File: config.mk
export PLATFORM = sky130hd
export DESIGN_NAME = program_loader_burst
export DESIGN_NICKNAME = d
export VERILOG_FILES = /design/src/rtl/loader_pkg.sv /design/src/rtl/loader_byte_asm.sv /design/src/rtl/program_loader_burst.sv
export SDC_FILE = /design/constraint.sdc
export NUM_CORES = 1
export LEC_CHECK = 0
export CAP_MARGIN = 20
export CORE_UTILIZATION = 51
export CTS_CLUSTER_SIZE = 12
export DETAILED_ROUTE_END_ITERATION = 8
export PLACE_DENSITY_LB_ADDON = 0.08
export SLEW_MARGIN = 0
export SYNTH_ARGS = -nofsm -noshare
export SYNTH_HDL_FRONTEND = slang
export SYNTH_SLANG_ARGS = --single-unit
File: constraint.sdc
create_clock -name clk -period 2.62 [get_ports clk]
set_input_delay 0.655 -clock clk [delete_from_list [all_inputs] [get_ports clk]]
set_output_delay 0.655 -clock clk [all_outputs]
set_load 0.05 [all_outputs]
File: src/rtl/loader_pkg.sv
// loader_pkg -- shared constants and state encoding for the framed program loader.
`default_nettype none
package loader_pkg;
   localparam logic [7:0] MAGIC_DEFAULT = 8'hA5;
   localparam logic [7:0] CMD_WRITE     = 8'h01;
   localparam logic [7:0] CMD_SET_ENTRY = 8'h02;
   localparam logic [7:0] RSP_ACK       = 8'h06;
   localparam logic [7:0] RSP_CSUM      = 8'h15;
   localparam logic [7:0] RSP_OVR       = 8'h16;
   localparam logic [7:0] RSP_BADCMD    = 8'h17;
   localparam logic [2:0] ERR_NONE      = 3'd0;
   localparam logic [2:0] ERR_CSUM      = 3'd1;
   localparam logic [2:0] ERR_OVERRUN   = 3'd2;
   localparam logic [2:0] ERR_BADCMD    = 3'd3;
   localparam logic [2:0] ERR_TIMEOUT   = 3'd4;

   typedef enum logic [2:0] {
      S_IDLE = 3'd0,
      S_CMD  = 3'd1,
      S_ADDR = 3'd2,
      S_LEN  = 3'd3,
      S_DATA = 3'd4,
      S_CSUM = 3'd5,
      S_RESP = 3'd6
   } state_e;
endpackage
`default_nettype wire

File: src/rtl/loader_byte_asm.sv
// loader_byte_asm -- assembles W/8 bytes MSB-first into a W-bit word; done strobes with the last byte,
// and word is valid (combinationally) in that same cycle.
`default_nettype none
module loader_byte_asm #(
   parameter int W = 32
) (
   input  logic         clk,
   input  logic         reset_n,
   input  logic         clr,
   input  logic         en,
   input  logic [7:0]   byte_in,
   output logic [W-1:0] word,
   output logic         done
);
   localparam int N  = W / 8;
   localparam int CW = (N > 1) ? $clog2(N) : 1;

   logic [CW-1:0] cnt_q, cnt_d;

   assign done = en && (cnt_q == CW'(N - 1));

   always_comb begin
      cnt_d = cnt_q;
      if (clr)
         cnt_d = '0;
      else if (en)
         cnt_d = done ? '0 : cnt_q + CW'(1);
   end

   always_ff @(posedge clk or negedge reset_n) begin
      if (!reset_n)
         cnt_q <= '0;
      else
         cnt_q <= cnt_d;
   end

   generate
      if (W > 8) begin : g_wide
         // Only the earlier W-8 bits need storage; the final byte is taken straight from the input.
         logic [W-9:0] shreg_q, shreg_d;

         assign word = {shreg_q, byte_in};

         always_comb begin
            shreg_d = shreg_q;
            if (en)
               shreg_d = word[W-9:0];
         end

         always_ff @(posedge clk or negedge reset_n) begin
            if (!reset_n)
               shreg_q <= '0;
            else
               shreg_q <= shreg_d;
         end
      end else begin : g_narrow
         assign word = byte_in;
      end
   endgenerate
endmodule
`default_nettype wire

File: src/rtl/program_loader_burst.sv
// program_loader_burst -- framed UART program loader: burst SDRAM writes, checksum, one status byte.
// Revision 1.0
`default_nettype none
module program_loader_burst
   import loader_pkg::*;
#(
   parameter int          ADDR_W      = 32,
   parameter int          DATA_W      = 32,
   parameter int          TIMEOUT_CYC = 1_000_000,
   parameter logic [7:0]  MAGIC       = MAGIC_DEFAULT
) (
   input  logic              clk,
   input  logic              reset_n,
   input  logic              req,
   input  logic              rx_ack,
   input  logic [7:0]        rx_data,
   input  logic              tx_ready,
   output logic              tx_req,
   output logic [7:0]        tx_data,
   input  logic              wr_fin,
   output logic              wr_req,
   output logic [ADDR_W-1:0] wr_addr,
   output logic [DATA_W-1:0] wr_data,
   output logic [ADDR_W-1:0] entry_addr,
   output logic              entry_valid,
   output logic              busy,
   output logic [2:0]        err_code
);
   localparam int               BPW      = DATA_W / 8;
   localparam int               TMO_W    = $clog2(TIMEOUT_CYC + 1);
   localparam logic [TMO_W-1:0] TMO_LAST = TMO_W'(TIMEOUT_CYC - 1);

   state_e            state_q, state_d;
   logic [7:0]        cmd_q, cmd_d, len_q, len_d, word_cnt_q, word_cnt_d;
   logic [7:0]        csum_q, csum_d, status_q, status_d;
   logic              ovr_q, ovr_d, arm_q, arm_d;
   logic [TMO_W-1:0]  tmo_q, tmo_d;
   logic [ADDR_W-1:0] next_addr_q, next_addr_d;
   logic              wr_req_q, wr_req_d, tx_req_q, tx_req_d;
   logic [ADDR_W-1:0] wr_addr_q, wr_addr_d, entry_addr_q, entry_addr_d;
   logic [DATA_W-1:0] wr_data_q, wr_data_d;
   logic              entry_valid_q, entry_valid_d, busy_q, busy_d;
   logic [7:0]        tx_data_q, tx_data_d;
   logic [2:0]        err_q, err_d;

   logic              rx_byte, asm_clr, addr_en, data_en, addr_done, data_done;
   logic [ADDR_W-1:0] addr_word;
   logic [DATA_W-1:0] data_word;

   assign rx_byte = rx_ack && req;
   assign asm_clr = (state_q == S_IDLE);
   assign addr_en = rx_byte && (state_q == S_ADDR);
   assign data_en = rx_byte && (state_q == S_DATA);

   loader_byte_asm #(.W(ADDR_W)) u_addr_asm (
      .clk(clk), .reset_n(reset_n), .clr(asm_clr), .en(addr_en),
      .byte_in(rx_data), .word(addr_word), .done(addr_done)
   );

   loader_byte_asm #(.W(DATA_W)) u_data_asm (
      .clk(clk), .reset_n(reset_n), .clr(asm_clr), .en(data_en),
      .byte_in(rx_data), .word(data_word), .done(data_done)
   );

   always_comb begin
      state_d       = state_q;
      cmd_d         = cmd_q;
      len_d         = len_q;
      word_cnt_d    = word_cnt_q;
      csum_d        = csum_q;
      status_d      = status_q;
      ovr_d         = ovr_q;
      arm_d         = arm_q;
      tmo_d         = tmo_q;
      next_addr_d   = next_addr_q;
      wr_req_d      = wr_req_q;
      wr_addr_d     = wr_addr_q;
      wr_data_d     = wr_data_q;
      entry_addr_d  = entry_addr_q;
      entry_valid_d = entry_valid_q;
      tx_req_d      = 1'b0;
      tx_data_d     = tx_data_q;
      err_d         = err_q;

      // A word landing in the same cycle as wr_fin takes the freed slot rather than overrunning.
      if (wr_req_q && wr_fin)
         wr_req_d = 1'b0;
      if (data_done) begin
         if (!wr_req_q || wr_fin) begin
            wr_req_d  = 1'b1;
            wr_addr_d = next_addr_q;
            wr_data_d = data_word;
         end else begin
            ovr_d = 1'b1;
         end
         next_addr_d = next_addr_q + ADDR_W'(BPW);
         word_cnt_d  = word_cnt_q + 8'd1;
      end

      if (!req) begin
         tmo_d = '0;
         if (state_q != S_IDLE && (!wr_req_q || wr_fin))
            state_d = S_IDLE;
      end else begin
         if (state_q inside {S_CMD, S_ADDR, S_LEN, S_DATA, S_CSUM}) begin
            if (rx_ack) begin
               tmo_d = '0;
            end else if (tmo_q == TMO_LAST) begin
               state_d = S_IDLE;
               err_d   = ERR_TIMEOUT;
               tmo_d   = '0;
            end else begin
               tmo_d = tmo_q + TMO_W'(1);
            end
         end else begin
            tmo_d = '0;
         end

         case (state_q)
            S_IDLE: begin
               if (rx_byte && rx_data == MAGIC) begin
                  state_d = S_CMD;
                  err_d   = ERR_NONE;
                  csum_d  = 8'h00;
                  ovr_d   = 1'b0;
               end
            end
            S_CMD: begin
               if (rx_byte) begin
                  cmd_d  = rx_data;
                  csum_d = csum_q + rx_data;
                  if (rx_data == CMD_WRITE || rx_data == CMD_SET_ENTRY) begin
                     state_d = S_ADDR;
                  end else begin
                     state_d  = S_RESP;
                     status_d = RSP_BADCMD;
                     err_d    = ERR_BADCMD;
                     arm_d    = 1'b0;
                  end
               end
            end
            S_ADDR: begin
               if (rx_byte) begin
                  csum_d = csum_q + rx_data;
                  if (addr_done) begin
                     next_addr_d = addr_word;
                     state_d     = S_LEN;
                  end
               end
            end
            S_LEN: begin
               if (rx_byte) begin
                  len_d      = rx_data;
                  csum_d     = csum_q + rx_data;
                  word_cnt_d = 8'd0;
                  if (cmd_q == CMD_SET_ENTRY && rx_data != 8'd0) begin
                     state_d  = S_RESP;
                     status_d = RSP_BADCMD;
                     err_d    = ERR_BADCMD;
                     arm_d    = 1'b0;
                  end else if (rx_data == 8'd0) begin
                     state_d = S_CSUM;
                  end else begin
                     state_d = S_DATA;
                  end
               end
            end
            S_DATA: begin
               if (rx_byte) begin
                  csum_d = csum_q + rx_data;
                  if (data_done && (word_cnt_q + 8'd1) == len_q)
                     state_d = S_CSUM;
               end
            end
            S_CSUM: begin
               if (rx_byte) begin
                  state_d = S_RESP;
                  arm_d   = 1'b0;
                  if (rx_data != csum_q) begin
                     status_d = RSP_CSUM;
                     err_d    = ERR_CSUM;
                  end else if (ovr_q) begin
                     status_d = RSP_OVR;
                     err_d    = ERR_OVERRUN;
                  end else begin
                     status_d = RSP_ACK;
                     if (cmd_q == CMD_SET_ENTRY) begin
                        entry_addr_d  = next_addr_q;
                        entry_valid_d = 1'b1;
                     end
                  end
               end
            end
            S_RESP: begin
               // One settling cycle guarantees at least two cycles from the CSUM byte to tx_req.
               if (!arm_q) begin
                  arm_d = 1'b1;
               end else if (!wr_req_q && tx_ready) begin
                  tx_req_d  = 1'b1;
                  tx_data_d = status_q;
                  state_d   = S_IDLE;
               end
            end
            default: state_d = S_IDLE;
         endcase
      end

      busy_d = (state_d != S_IDLE) || wr_req_d;
   end

   always_ff @(posedge clk or negedge reset_n) begin
      if (!reset_n) begin
         state_q       <= S_IDLE;
         cmd_q         <= '0;
         len_q         <= '0;
         word_cnt_q    <= '0;
         csum_q        <= '0;
         status_q      <= '0;
         ovr_q         <= 1'b0;
         arm_q         <= 1'b0;
         tmo_q         <= '0;
         next_addr_q   <= '0;
         wr_req_q      <= 1'b0;
         wr_addr_q     <= '0;
         wr_data_q     <= '0;
         entry_addr_q  <= '0;
         entry_valid_q <= 1'b0;
         tx_req_q      <= 1'b0;
         tx_data_q     <= '0;
         err_q         <= ERR_NONE;
         busy_q        <= 1'b0;
      end else begin
         state_q       <= state_d;
         cmd_q         <= cmd_d;
         len_q         <= len_d;
         word_cnt_q    <= word_cnt_d;
         csum_q        <= csum_d;
         status_q      <= status_d;
         ovr_q         <= ovr_d;
         arm_q         <= arm_d;
         tmo_q         <= tmo_d;
         next_addr_q   <= next_addr_d;
         wr_req_q      <= wr_req_d;
         wr_addr_q     <= wr_addr_d;
         wr_data_q     <= wr_data_d;
         entry_addr_q  <= entry_addr_d;
         entry_valid_q <= entry_valid_d;
         tx_req_q      <= tx_req_d;
         tx_data_q     <= tx_data_d;
         err_q         <= err_d;
         busy_q        <= busy_d;
      end
   end

   assign tx_req      = tx_req_q;
   assign tx_data     = tx_data_q;
   assign wr_req      = wr_req_q;
   assign wr_addr     = wr_addr_q;
   assign wr_data     = wr_data_q;
   assign entry_addr  = entry_addr_q;
   assign entry_valid = entry_valid_q;
   assign busy        = busy_q;
   assign err_code    = err_q;
endmodule
`default_nettype wire

Word level (Yosys, flattened, before mapping)
Cells that the tools add are included.
W data, S select, Z words.
- $add $sub $neg: 6
- equal/unequal tests: 22
- multiplexer cells: 79
- bitwise operators: 2
- reduce and logical (&&, ||, !) cells: 35
- operator list (cell ; number):
    $mux W32 ; 5
    $mux W8 ; 11
    $mux W3 ; 27
    $mux W20 ; 4
    $add A32 B3 Y32 const B ; 1
    $pmux W8 S3 ; 1
    $pmux W3 S7 ; 1
    $add A20 B1 Y20 const B ; 1
    $eq A20 B20 Y1 const B ; 1
    $mux W1 ; 18
    $eq A8 B2 Y1 const B ; 2
    $pmux W8 S2 ; 1
    $mux W2 ; 7
    $reduce_and A7 Y1 ; 2
    $pmux W3 S4 ; 1
    $logic_and A1 B1 Y1 ; 11
    $mux W5 ; 2
    $eq A3 B3 Y1 const B ; 3
    $reduce_bool A3 Y1 ; 3
    $add A8 B1 Y8 const B ; 1
    $add A8 B8 Y8 ; 1
    $eq A8 B1 Y1 const B ; 1
    $eq A8 B8 Y1 ; 1
    $eq A8 B8 Y1 const B ; 1
    22 further kinds ; 37
- bits in registers: 260
- bits of input ports: 14
- output and inout port bits: 111
- word-level logic and storage cells: 167

Logic depth before layout (Yosys ltp)
Gate-level depths: netlist of the first run.
- depth in word-level cells: 10
- mapped depth: 9

By module
A second synthesis of the first run with hierarchy kept.
- cells, all modules: 939
- area total of the unflattened synthesis: 11267.1 um2
- by module, submodules not included (module ; times used ; cells an instance ; area each (um2) ; sequential area each (um2)):
    program_loader_burst ; 1 ; 803 ; 9132.5 ; 5004.8
    loader_byte_asm ; 2 ; 68 ; 1067.3 ; 650.6

Least setup slack after synthesis of the first run
Ideal clock, no wire load.
- kind: input-to-reg
- start: input port rx_data[4]
- end: register entry_addr_q[10] (netlist: entry_addr[10])
- arrival: 2753 ps
- required time: 2495 ps
- setup slack: -258 ps
- cell stages on the path: 9
- path buffers: 2
- cells stage by stage: ha_1 > nor4_1 > nand3_1 > nand2b_1 > nor2_1 > and3_1 > clkbuf_1 > clkbuf_1 > mux2_2
- longest elaborated chain between the ends: 3
- RTL lines (element ; RTL line ; source):
    start, declared ; program_loader_burst.sv:16 ; input logic [7:0] rx_data,
    $ne A8 B8 Y1 ; program_loader_burst.sv:179 ; if (rx_data != csum_q) begin
    $not A1 Y1 (no line) ; - ;
    $reduce_and A6 Y1 (no line) ; - ;
    end signal, assigned ; program_loader_burst.sv:246 ; entry_addr_q <= entry_addr_d;
    end, declared ; program_loader_burst.sv:40 ; logic [ADDR_W-1:0] wr_addr_q, wr_addr_d, entry_addr_q, entry_addr_d;
No other way between the ends.
A chain may end at the register's enable or synchronous reset.

Worst setup path in the final report of the first run
- start: register tmo_q[8]
- end: register busy_q (netlist: busy)
- longest elaborated chain between the ends: 10
- elaborated cells between the ends (all ways): 18
- those cells by class: eq/ne: 1; mux: 15; reduce/logical: 2
- RTL lines (element ; RTL line ; source):
    start, declared ; program_loader_burst.sv:37 ; logic [TMO_W-1:0] tmo_q, tmo_d;
    start signal, assigned ; program_loader_burst.sv:241 ; tmo_q <= tmo_d;
    $eq A20 B20 Y1 (*) ; program_loader_burst.sv:108 ; end else if (tmo_q == TMO_LAST) begin
    $mux W3 (*) ; program_loader_burst.sv:108 ;
    $mux W3 (*) ; program_loader_burst.sv:106 ; if (rx_ack) begin
    $mux W3 (*) ; program_loader_burst.sv:105 ; if (state_q inside {S_CMD, S_ADDR, S_LEN, S_DATA, S_CSUM}) begin
    $mux W3, on equally long branches ; program_loader_burst.sv:198, program_loader_burst.sv:145, program_loader_burst.sv:171 ;
    $mux W3, on equally long branches ; program_loader_burst.sv:196, program_loader_burst.sv:143, program_loader_burst.sv:169 ;
    $pmux W3 S7 (*) ; program_loader_burst.sv:119 ; case (state_q)
    $mux W3 (*) ; program_loader_burst.sv:100 ; if (!req) begin
    net state_d[1] ; program_loader_burst.sv:33 ; state_e state_q, state_d;
    $reduce_bool A3 Y1 (*) ; program_loader_burst.sv:208 ; busy_d = (state_d != S_IDLE) || wr_req_d;
    $logic_or A1 B1 Y1 (*) ; program_loader_burst.sv:208 ;
    net busy_d ; program_loader_burst.sv:42 ; logic entry_valid_q, entry_valid_d, busy_q, busy_d;
    end signal, assigned ; program_loader_burst.sv:251 ; busy_q <= busy_d;
    end, declared ; program_loader_burst.sv:42 ;
The timed path passes the listed nets; every way through them passes the cells marked *.

==> results of run 1 <==
## worst max path at each step
stage                endpoint  depth (start not counted)  slack, ns       start
2_1_floorplan  entry_addr[13]                          9      -0.03  rx_data[4]
3_3_place_gp    entry_addr[0]                          9      -0.56  rx_data[1]
3_5_place_dp    entry_addr[2]                          9      -0.58  rx_data[1]
4_1_cts                  busy                          6      -0.01    tmo_q[8]
5_1_grt                  busy                          6      -0.02    tmo_q[8]
6_report                 busy                          6       0.04    tmo_q[8]
## synth_stat cells (all sizes together) (5+ instances only)
cell type    n
and3        11
inv         12
a22o         9
clkbuf      33
nor2b        6
nand4       21
xor2        34
dfrtp      252
nand2       39
buf         13
nor2        98
nor3        15
nand2b       5
mux2       167
o21ai       17
nor4         7
a21oi       45
nand3       33
xnor2       36
ha          12
## area by class of cell
cell class	count	area, µm²
fillers	1666	7030
flip-flops and latches	252	6310
multi-input cells	621	4700
repair buffers	198	1960
clock buffers	39	771
well taps	275	344
clock inverters	7	63.8
inverters	12	45.0
## power by group
group          internal (mW)  leakage, nW  switching (mW)
clock network           2.12        0.415            1.45
registers               3.92         3.50          0.0180
logic                  0.112         2.83           0.188
## state kept, by name, summed over array words and instances, names as in the netlist, 20 cells and up
name                       count
wr_addr                       32
next_addr_q                   32
entry_addr                    32
u_data_asm.g_wide.shreg_q     24
tmo_q                         20
u_addr_asm.g_wide.shreg_q     24
wr_data                       32
## kinds of logic (layout without fill, tap and decap cells)
logic type / after synthesis / after routing / synth area share, %
other cells: 1 / 4 / 0.0336
xor+xnor: 70 / 70 / 5.49
flops: 252 / 252 / 56.5
buf+inv: 58 / 256 / 2.16
mux: 169 / 169 / 17.0
fa+ha+maj: 13 / 13 / 1.52
simple gates: 265 / 265 / 11.7
compound gates: 100 / 100 / 5.53
## through the flow
| step | util [%] | hold WS [ns] | setup WS [ns] |
|---|---|---|---|
| CTS | 66.3 | 0.0842 | -0.0104 |
| floorplan | - | 0.359 | -0.0288 |
| finish | 66.9 | 0.0600 | 0.0413 |
| global placement | 62.3 | 0.456 | -0.555 |
| global route | 66.9 | 0.100 | -0.0217 |
| detailed placement | 62.3 | 0.463 | -0.581 |
## what timing repair did
item / 4_1_cts / 5_1_grt
cloned: 0 / 3
setup endpoints to repair: 27 / 33
gates resized for setup: 2 / 8
setup buffers: 2 / 0
hold buffers: 0 / 0
pin swaps: 3 / 9
hold endpoints to repair: 0 / 0
## worst max-delay path: cells and delay by family, from the launching register on
family / cells / cell delay [ns]
simple gates: 4 / 1.54
compound gates: 2 / 0.52
flops: 1 / 0.38
## per-layer routing
layer	up-vias	part of all wire (%)	global-route usage, %	routed length [µm]
met4	0	1.6	5.35	391
met1	3847	45	30.3	10800
li1	3635	-	-	-
met3	27	3.9	3.51	929
met2	148	50	37.5	11900
met5	-	0	0	0
==> key figures, run 1 <==
Outcome
  • Status: complete, no violations

Placement
  • IO Port Bufs: 120
  • Gpl congestion: 0.850
  • DP Wirelength: 16500 µm
  • Cells after DPL: ~1.4k
  • Post-DP Area: 0.0132 mm²

Floorplanning
  • Row count: 53
  • Die Y: 150 µm
  • Starting Density: 52.6%
  • Core Region: 0.0212 mm²
  • Die W: between 100 and 150 µm
  • Boundary pin count: 125
  • Die ar.: 0.0225 mm²

Critical path
  • Max incr delay on CP: 0.51 ns
  • Critical path arrival: 2.96 ns
  • Crit-path slowest cell: or4b_1
  • Crit. End Element: flip-flop
  • Startpoint Class: flip-flop
  • R2R setup slack: approximately 0.041 ns
  • Critical path fanouts, max: 4
  • CP Data Required Time: 3.00 ns
  • CP Cell Sequence: or4b_1 > or4_4 > or3_4 > o211a_1 > a221o_1 > nand4b_1
  • FF-to-FF path depth: 6
  • Launching point of the worst reg2reg path: tmo_q[8]
  • Critical R2R Capture: busy
  • CP Class: flip-flop to flip-flop

Power and ir drop
  • Total power: a little under 8 mW
  • Static leakage power: just under 7 nW
  • Worst VDD drop: a little over 500 µV
  • Power Dens Cells: 550 mW/mm²

Global route
  • Global-route wire length before repair: approximately 40000 µm
  • GRT Total Usage: 22.3%
  • Vias in the first global route: 7639
  • Initial antenna violation count: 0
  • Largest net degree at the start of global routing: between 60 and 70
  • Congestion Overflow GR: 0

Synthesis
  • Mapped cell area: 0.0112 mm²
  • EDFF count, synth: 0
  • Post-Syn Instances: 928
  • Asr flop ratio synth: 100%
  • Synth cell types: 57
  • Share of the synthesized area in the top cell type: between 50% and 60%
  • Post-synth top area cell: dfrtp_1
  • Top cells by area, synth: dfrtp_1 56%, mux2_2 17%, nor2_1 3.3%
  • Synth warnings: 0
  • Mapped Avg Cell Area: 12.0 µm²
  • Sequential area share after synthesis: 56.5%
  • Top_reg_cell synth: dfrtp_1
  • Synth Register Bits: 252

Final layout
  • Area delta synth->final: 27.1%
  • Layout cells sized above 1: 26.6%
  • Commonest non-fill, non-tap cell in the layout: dfrtp_1
  • Most frequent cells in the layout: 252 x dfrtp_1, 167 x mux2_2, 119 x clkdlybuf4s50_1
  • Layout Cells excl Fill: 1404
  • Nets: 1139
  • Design Area, Final: 0.0142 mm²
  • Diodes inserted: 0

Clocking
  • CTS tree: built
  • H-tree levels: 1
  • Clk sinks: 252
  • Worst-Skew Late Latency: 0.52 ns
  • Root Driver: clkbuf_16
  • Clock Pin Slew Worst Setup and Hold Paths: 0.06 ns
  • Inserted Clock Buffers: 27
  • Max clock buf depth: 3

Run
  • Maxcap violations: 0

Route
  • DRC Markers: 0
  • Vias post-DR: about 7.7k
  • Remaining antenna violation count: 0
  • Total Wirelength: between 20000 and 25000 µm
  • DR iter-0 viols: around 530
  • Vias per cell: 5.45
  • WL per Instance: 17.1 µm
  • Drt pass-1 iters: 5

Timing
  • Achievable Freq: 388 MHz
  • Fin crit period: 2.58 ns
  • Clock Skews: 0.00769 ns
  • Fin crit share: 98.4%
  • Setup tns final: 0 ns
  • Final Max Slew Viols: 0
  • Worst-Margin Slew: 0.556 ns
  • Setup violations, final: 0
  • Rel. slew slack: 62.8%
  • Final Hold Vio Count: 0
  • RSZ-0062 raised after global routing: true

Hold path
  • Hold Path Class: input port to asynchronous set/reset pin
No activity file was read; power rests on OpenSTA's default activity.
==> run 2, diff against run 1 <==
Settings changed: GPL_ROUTABILITY_DRIVEN set to 1, TNS_END_PERCENT set to 30.
==> results of run 2 <==
The final DEF is identical to that of run 1; final timing and power are the same.
